$ cat src/rtl/xfer_pkg.sv
// xfer_pkg: shared definitions for the register-transfer sequencer.
//   NUM_REGS / IDX_W : register file size and index width
//   CNT_W            : width of the phase counter
//   xfer_state_e     : sequencer states
//   xfer_req_t       : captured (src, dst) request pair
//   idx_onehot()     : register index to one-hot enable vector
package xfer_pkg;

    localparam int unsigned NUM_REGS = 8;
    localparam int unsigned IDX_W    = 3;
    localparam int unsigned CNT_W    = 4;

    typedef enum logic [1:0] {
        IDLE    = 2'd0,
        DRIVE   = 2'd1,
        STROBE  = 2'd2,
        RELEASE = 2'd3
    } xfer_state_e;

    typedef struct packed {
        logic [IDX_W-1:0] src;
        logic [IDX_W-1:0] dst;
    } xfer_req_t;

    function automatic logic [NUM_REGS-1:0] idx_onehot(input logic [IDX_W-1:0] idx);
        logic [NUM_REGS-1:0] v;
        v      = '0;
        v[idx] = 1'b1;
        return v;
    endfunction

endpackage

$ cat src/rtl/xfer_sequencer_if.sv
// xfer_sequencer_if: request/status/bus-control bundle of the sequencer.
//   start, src, dst       : transfer request (driven by master)
//   busy, done, err, qfull: status (driven by slave)
//   oe, latch             : one-hot source enables / destination latch strobes
// Modports: master (requester side), slave (sequencer side).
interface xfer_sequencer_if;

    logic                           start;
    logic [xfer_pkg::IDX_W-1:0]     src;
    logic [xfer_pkg::IDX_W-1:0]     dst;
    logic                           busy;
    logic                           done;
    logic                           err;
    logic                           qfull;
    logic [xfer_pkg::NUM_REGS-1:0]  oe;
    logic [xfer_pkg::NUM_REGS-1:0]  latch;

    modport master (
        output start, src, dst,
        input  busy, done, err, qfull, oe, latch
    );

    modport slave (
        input  start, src, dst,
        output busy, done, err, qfull, oe, latch
    );

endinterface

$ cat src/rtl/xfer_sequencer_phase_timer.sv
// phase_timer: down-counter timing each sequencer phase.
//   clk, reset : clock, synchronous active-high reset (count -> 0)
//   load       : reload counter with load_val (phase entry)
//   load_val   : phase length minus one
//   count      : decrement enable; holds at zero, never wraps
//   expire     : counter is zero, i.e. current cycle is the last of the phase
module phase_timer
    import xfer_pkg::*;
(
    input  logic             clk,
    input  logic             reset,
    input  logic             load,
    input  logic [CNT_W-1:0] load_val,
    input  logic             count,
    output logic             expire
);

    logic [CNT_W-1:0] cnt;

    always_ff @(posedge clk) begin
        if (reset) begin
            cnt <= '0;
        end else if (load) begin
            cnt <= load_val;
        end else if (count && (cnt != '0)) begin
            cnt <= cnt - 1'b1;
        end
    end

    assign expire = (cnt == '0);

endmodule

$ cat src/rtl/xfer_sequencer.sv
// xfer_sequencer: sequences one register-to-register transfer:
//   DRIVE   : oe[src] on for SETTLE cycles so the bus settles
//   STROBE  : latch[dst] held high for LATCH_HOLD cycles
//   RELEASE : one cycle with oe[src] only, then done pulses in the next cycle
// Parameters: SETTLE (1..15), LATCH_HOLD (1..15).
// Ports:
//   clk   : system clock, rising edge
//   reset : synchronous, active-high; aborts any transfer without done
//   bus   : xfer_sequencer_if.slave (start/src/dst in; busy/done/err/qfull/oe/latch out)
// Build option: define XFER_QUEUE_EN for a one-entry pending-request buffer;
// otherwise starts while busy are ignored and qfull is tied low.
module xfer_sequencer
    import xfer_pkg::*;
#(
    parameter int unsigned SETTLE     = 1,
    parameter int unsigned LATCH_HOLD = 2
)
(
    input  logic               clk,
    input  logic               reset,
    xfer_sequencer_if.slave    bus
);

    localparam logic [CNT_W-1:0] SETTLE_LD = CNT_W'(SETTLE - 1);
    localparam logic [CNT_W-1:0] HOLD_LD   = CNT_W'(LATCH_HOLD - 1);

    xfer_state_e      state;
    xfer_state_e      state_nxt;
    xfer_req_t        cur_q;
    xfer_req_t        live_req;
    xfer_req_t        cand_req;
    logic             cand_valid;
    logic             accept;
    logic             reject;
    logic             done_q;
    logic             err_q;

    logic             tmr_load;
    logic [CNT_W-1:0] tmr_val;
    logic             tmr_expire;

    assign live_req.src = bus.src;
    assign live_req.dst = bus.dst;

`ifdef XFER_QUEUE_EN
    xfer_req_t        pend_q;
    logic             pend_valid;
    logic             dequeue;
`endif

    // Candidate request for launch: only in IDLE, or in RELEASE (its last and
    // only cycle) when a request is pending. A pending request always wins
    // over a live start, which is ignored while the buffer is full.
    always_comb begin
        cand_valid = 1'b0;
        cand_req   = live_req;
        if (state == IDLE) begin
`ifdef XFER_QUEUE_EN
            if (pend_valid) begin
                cand_valid = 1'b1;
                cand_req   = pend_q;
            end else
`endif
            if (bus.start) begin
                cand_valid = 1'b1;
            end
        end
`ifdef XFER_QUEUE_EN
        else if ((state == RELEASE) && pend_valid) begin
            cand_valid = 1'b1;
            cand_req   = pend_q;
        end
`endif
    end

    assign accept = cand_valid && (cand_req.src != cand_req.dst);
    assign reject = cand_valid && (cand_req.src == cand_req.dst);

    always_comb begin
        state_nxt = state;
        tmr_load  = 1'b0;
        tmr_val   = '0;
        case (state)
            IDLE: begin
                if (accept) begin
                    state_nxt = DRIVE;
                    tmr_load  = 1'b1;
                    tmr_val   = SETTLE_LD;
                end
            end
            DRIVE: begin
                if (tmr_expire) begin
                    state_nxt = STROBE;
                    tmr_load  = 1'b1;
                    tmr_val   = HOLD_LD;
                end
            end
            STROBE: begin
                if (tmr_expire) begin
                    state_nxt = RELEASE;
                    tmr_load  = 1'b1;
                    tmr_val   = '0;
                end
            end
            RELEASE: begin
                if (accept) begin
                    state_nxt = DRIVE;
                    tmr_load  = 1'b1;
                    tmr_val   = SETTLE_LD;
                end else begin
                    state_nxt = IDLE;
                end
            end
            default: begin
                state_nxt = IDLE;
            end
        endcase
    end

    phase_timer u_timer (
        .clk      (clk),
        .reset    (reset),
        .load     (tmr_load),
        .load_val (tmr_val),
        .count    (~tmr_load),
        .expire   (tmr_expire)
    );

    always_ff @(posedge clk) begin
        if (reset) begin
            state  <= IDLE;
            cur_q  <= '0;
            done_q <= 1'b0;
            err_q  <= 1'b0;
        end else begin
            state  <= state_nxt;
            done_q <= (state == RELEASE);
            err_q  <= reject;
            if (accept) begin
                cur_q <= cand_req;
            end
        end
    end

`ifdef XFER_QUEUE_EN
    assign dequeue = cand_valid && pend_valid;

    always_ff @(posedge clk) begin
        if (reset) begin
            pend_valid <= 1'b0;
            pend_q     <= '0;
        end else if (dequeue) begin
            pend_valid <= 1'b0;
        end else if ((state != IDLE) && bus.start && !pend_valid) begin
            pend_valid <= 1'b1;
            pend_q     <= live_req;
        end
    end

    assign bus.qfull = pend_valid;
`else
    assign bus.qfull = 1'b0;
`endif

    assign bus.busy  = (state != IDLE);
    assign bus.done  = done_q;
    assign bus.err   = err_q;
    assign bus.oe    = (state != IDLE)   ? idx_onehot(cur_q.src) : '0;
    assign bus.latch = (state == STROBE) ? idx_onehot(cur_q.dst) : '0;

endmodule

$ cat src/flat_wrapper.sv
// flat-port wrapper written by rule: the top's interface ports become plain ports
module xfer_sequencer_flat import xfer_pkg::*;
#(
    parameter int unsigned SETTLE     = 1,
    parameter int unsigned LATCH_HOLD = 2
)
  (clk, reset, bus_start, bus_src, bus_dst, bus_busy, bus_done, bus_err, bus_qfull, bus_oe, bus_latch);
  xfer_sequencer_if bus_i ();
  input  logic clk;
  input  logic reset;
  input wire logic [$bits(bus_i.start)-1:0] bus_start;
  input wire logic [$bits(bus_i.src)-1:0] bus_src;
  input wire logic [$bits(bus_i.dst)-1:0] bus_dst;
  output wire logic [$bits(bus_i.busy)-1:0] bus_busy;
  output wire logic [$bits(bus_i.done)-1:0] bus_done;
  output wire logic [$bits(bus_i.err)-1:0] bus_err;
  output wire logic [$bits(bus_i.qfull)-1:0] bus_qfull;
  output wire logic [$bits(bus_i.oe)-1:0] bus_oe;
  output wire logic [$bits(bus_i.latch)-1:0] bus_latch;
  assign bus_i.start = bus_start;
  assign bus_i.src = bus_src;
  assign bus_i.dst = bus_dst;
  assign bus_busy = bus_i.busy;
  assign bus_done = bus_i.done;
  assign bus_err = bus_i.err;
  assign bus_qfull = bus_i.qfull;
  assign bus_oe = bus_i.oe;
  assign bus_latch = bus_i.latch;
  xfer_sequencer #(.SETTLE(SETTLE), .LATCH_HOLD(LATCH_HOLD)) u_core (.clk(clk), .reset(reset), .bus(bus_i));
endmodule
$ cat config.mk
export PLATFORM = sky130hd
export DESIGN_NAME = xfer_sequencer_flat
export DESIGN_NICKNAME = d
export VERILOG_FILES = /design/src/rtl/xfer_pkg.sv /design/src/rtl/xfer_sequencer_if.sv /design/src/rtl/xfer_sequencer_phase_timer.sv /design/src/rtl/xfer_sequencer.sv /design/src/flat_wrapper.sv
export SDC_FILE = /design/constraint.sdc
export NUM_CORES = 1
export LEC_CHECK = 0
export CORE_MARGIN = 2
export CORE_UTILIZATION = 48
export DETAILED_ROUTE_END_ITERATION = 8
export PLACE_DENSITY = 0.83
export SLEW_MARGIN = 20
export SYNTH_ARGS = -nofsm -noshare
export SYNTH_HDL_FRONTEND = slang
export SYNTH_SLANG_ARGS = --single-unit
export TNS_END_PERCENT = 1
$ cat constraint.sdc
create_clock -name clk -period 4.2 [get_ports clk]
set_input_delay 0.84 -clock clk [delete_from_list [all_inputs] [get_ports clk]]
set_output_delay 0.84 -clock clk [all_outputs]
set_load 0.02 [all_outputs]
==> flow_metrics.env <==
export IMPL_drv_slew=0
export IMPL_synth_fp_nets=116
export IMPL_cts_tree="yes"
export IMPL_synth_cell_types=31
export IMPL_cts_setup_buffers=0
export IMPL_cp_common_cell="inv_1"
export IMPL_antenna_cells=0
export IMPL_max_freq_mhz=341
export IMPL_nNetsFinal=145
export IMPL_viasPerCell=5.05
export IMPL_yosys_area_share_xor_xnor_pct=7.64
export IMPL_fin_tns_setup_ns=0
export IMPL_cts_hold_buffers=0
export IMPL_critPathSlowestCell="clkdlybuf4s50_1"
export IMPL_status="completed"
export IMPL_critical_path_required_ns=3.36
export IMPL_synth_compound_area_share_pct=12.7
export IMPL_clk_pin_slew_ns=0.09
export IMPL_drive_above_1_share_pct=9.30
export IMPL_cp_depth=6
export IMPL_h_tree_depth=1
export IMPL_crit_type="reg2out"
export IMPL_p_leak_nw=0.451
export IMPL_setup_slack_ns=1.27
export IMPL_synth_top_family_by_area="simple AND/OR/NAND/NOR gates"
export IMPL_peakVddDrop_uv=503
export IMPL_drv_cap=0
export IMPL_cts_repair_resized=0
export IMPL_end_kind="output pin"
export IMPL_std_cell_rows=15
export IMPL_dr_pass1_iters=4
export IMPL_gp_congestion=0.838
export IMPL_fin_cells=154
export IMPL_m1WireLength_um=898
export IMPL_grt_max_degree=12
export IMPL_dp_cells=150
export IMPL_path_cells="inv_1 -> ha_1 -> inv_1 -> nand2_1 -> nor3_1 -> clkdlybuf4s50_1"
export IMPL_finalCritPeriodShare_pct=69.8
export IMPL_setup_viol=0
export IMPL_vias=778
export IMPL_synth_mux_area_fraction_pct=6.92
export IMPL_holdPathStages=2
export IMPL_finalPower_mw=0.712
export IMPL_grt_overflow_total=0
export IMPL_netlist_area_um2=868
export IMPL_grt_pass1_wl_um=3020
export IMPL_dr_wl_met2_um=846
export IMPL_rr_worst_depth=6
export IMPL_dpl_hpwl_um=1450
export IMPL_antenna_left=0
export IMPL_post_route_util_pct=69.7
export IMPL_stdcell_area_um2=1190
export IMPL_pin_count=29
export IMPL_clock_path_buffers=2
export IMPL_crit_family="buffers and inverters"
export IMPL_post_dp_cell_area_um2=1150
export IMPL_crit_arrival_ns=2.09
export IMPL_cts_buffers=3
export IMPL_die_area_um2=2170
export IMPL_cp_max_fo=8
export IMPL_synth_avg_cell_area_um2=8.60
export IMPL_initial_core_util_pct=50.8
export IMPL_synth_simple_area_share_pct=26.5
export IMPL_track_usage_pct=20.0
export IMPL_slowest_delay_ns=0.63
export IMPL_die_height_um=46.5
export IMPL_hold_viol=0
export IMPL_layout_common_cells="27 x clkdlybuf4s50_1, 19 x nor2_1, 14 x dfxtp_1"
export IMPL_io_buffers=27
export IMPL_routed_wl_um=1850
export IMPL_ys_seq_area_share_pct=32.3
export IMPL_clk_latency_ns=0.29
export IMPL_final_common_cell="clkdlybuf4s50_1"
export IMPL_whs_ns=0.515
export IMPL_synthAdderAreaFrac_pct=8.65
export IMPL_remaining_drc_errors=0
export IMPL_crit_path_start_kind="flip-flop"
export IMPL_synth_main_ff_cell="dfxtp_1"
export IMPL_wl_met3_um=64
export IMPL_cp_buffers_inverters=3
export IMPL_ys_ff_latch=14
export IMPL_synth_edff_count=0
export IMPL_yosys_warnings=0
export IMPL_fin_crit_ns=2.93
export IMPL_async_flop_share_pct=0
export IMPL_drt_initial_drc_count=19
export IMPL_hold_path_class="reg2reg"
export IMPL_area_delta_synth_final_pct=37.0
export IMPL_power_density_nw_per_um2=598
export IMPL_rsz0062_at_grt="false"
export IMPL_highest_layer="met4"
export IMPL_antenna_found_initial=0
export IMPL_nFillCells=132
export IMPL_cts_sinks=14
export IMPL_fp_dieW_um=46.5
export IMPL_place_ws_ns=1.61
export IMPL_clock_skew_ns=0.00591
export IMPL_syn_inst=101
export IMPL_wl_per_cell_um=12.0
export IMPL_core_area_um2=1710
export IMPL_cts_root_buffer="clkbuf_4"
export IMPL_grt_pass1_vias=704
## final cells by class
class	count	area, um^2	area share (%)
Clock buffer	4	36.3	3.05
Sequential cell	14	280	23.6
Tap cell	25	31.3	2.63
Timing Repair Buffer	27	270	22.7
Multi-Input combinational cell	77	546	45.8
Inverter	7	26.3	2.21
## synthesized netlist by cell type, types with 2 or more instances
cell type / count / area share [%]
nand3_1: 2 / 1.2
xnor2_2: 3 / 5.6
xnor2_1: 2 / 2.0
nand2_1: 6 / 2.6
inv_1: 7 / 3.0
a21oi_1: 2 / 1.2
nor3_1: 8 / 4.6
ha_1: 6 / 8.6
nor2_1: 19 / 8.2
dfxtp_1: 14 / 32
o21ai_0: 3 / 1.7
nand2b_1: 5 / 3.6
mux2i_1: 6 / 6.9
## registers in the layout, summed over array words and instances (netlist names)
register / count
u_core.state: 2
u_core.cur_q: 6
u_core.bus.err: 1
u_core.u_timer.cnt: 4
u_core.bus.done: 1
## layer usage
layer / up-vias / GRT usage (%)
met2: 18 / 28.9
li1: 403 / -
met3: 5 / 3.92
met1: 352 / 26.5
met4: 0 / 13.7
met5: - / 0
## final timing paths
| check | start | to | slack (ns) |
|---|---|---|---|
| worst max-delay path | u_core.state[0]$_SDFFE_PP0P_ | bus_oe[2] | 1.27 |
| worst min-delay path | u_core.u_timer.cnt[1]$_SDFFE_PP0P_ | u_core.u_timer.cnt[1]$_SDFFE_PP0P_ | 0.51 |
| worst max register to register | u_core.state[0]$_SDFFE_PP0P_ | u_core.u_timer.cnt[1]$_SDFFE_PP0P_ | 2.40 |
| worst min register to register | u_core.u_timer.cnt[1]$_SDFFE_PP0P_ | u_core.u_timer.cnt[1]$_SDFFE_PP0P_ | 0.51 |
## power by group
| part | total (mW) | internal (mW) | switching [mW] |
|---|---|---|---|
| registers | 0.211 | 0.171 | 0.0400 |
| clock network | 0.0989 | 0.0528 | 0.0461 |
| logic | 0.402 | 0.189 | 0.213 |
## worst register-to-register path, cell delays in order (launching register included)
cell	delay, ns
dfxtp_1	0.34
inv_1	0.12
ha_1	0.33
nand2_1	0.16
a31oi_4	0.39
a211o_1	0.24
o32ai_1	0.09
## kinds of logic after synthesis
| group | count (synthesis) |
|---|---|
| buf+inv | 10 |
| flops | 14 |
| compound gates | 13 |
| simple gates | 46 |
| fa+ha+maj | 6 |
| mux | 6 |
| other cells | 1 |
| xor+xnor | 5 |
Note: power is estimated with default switching activity, not from simulation.
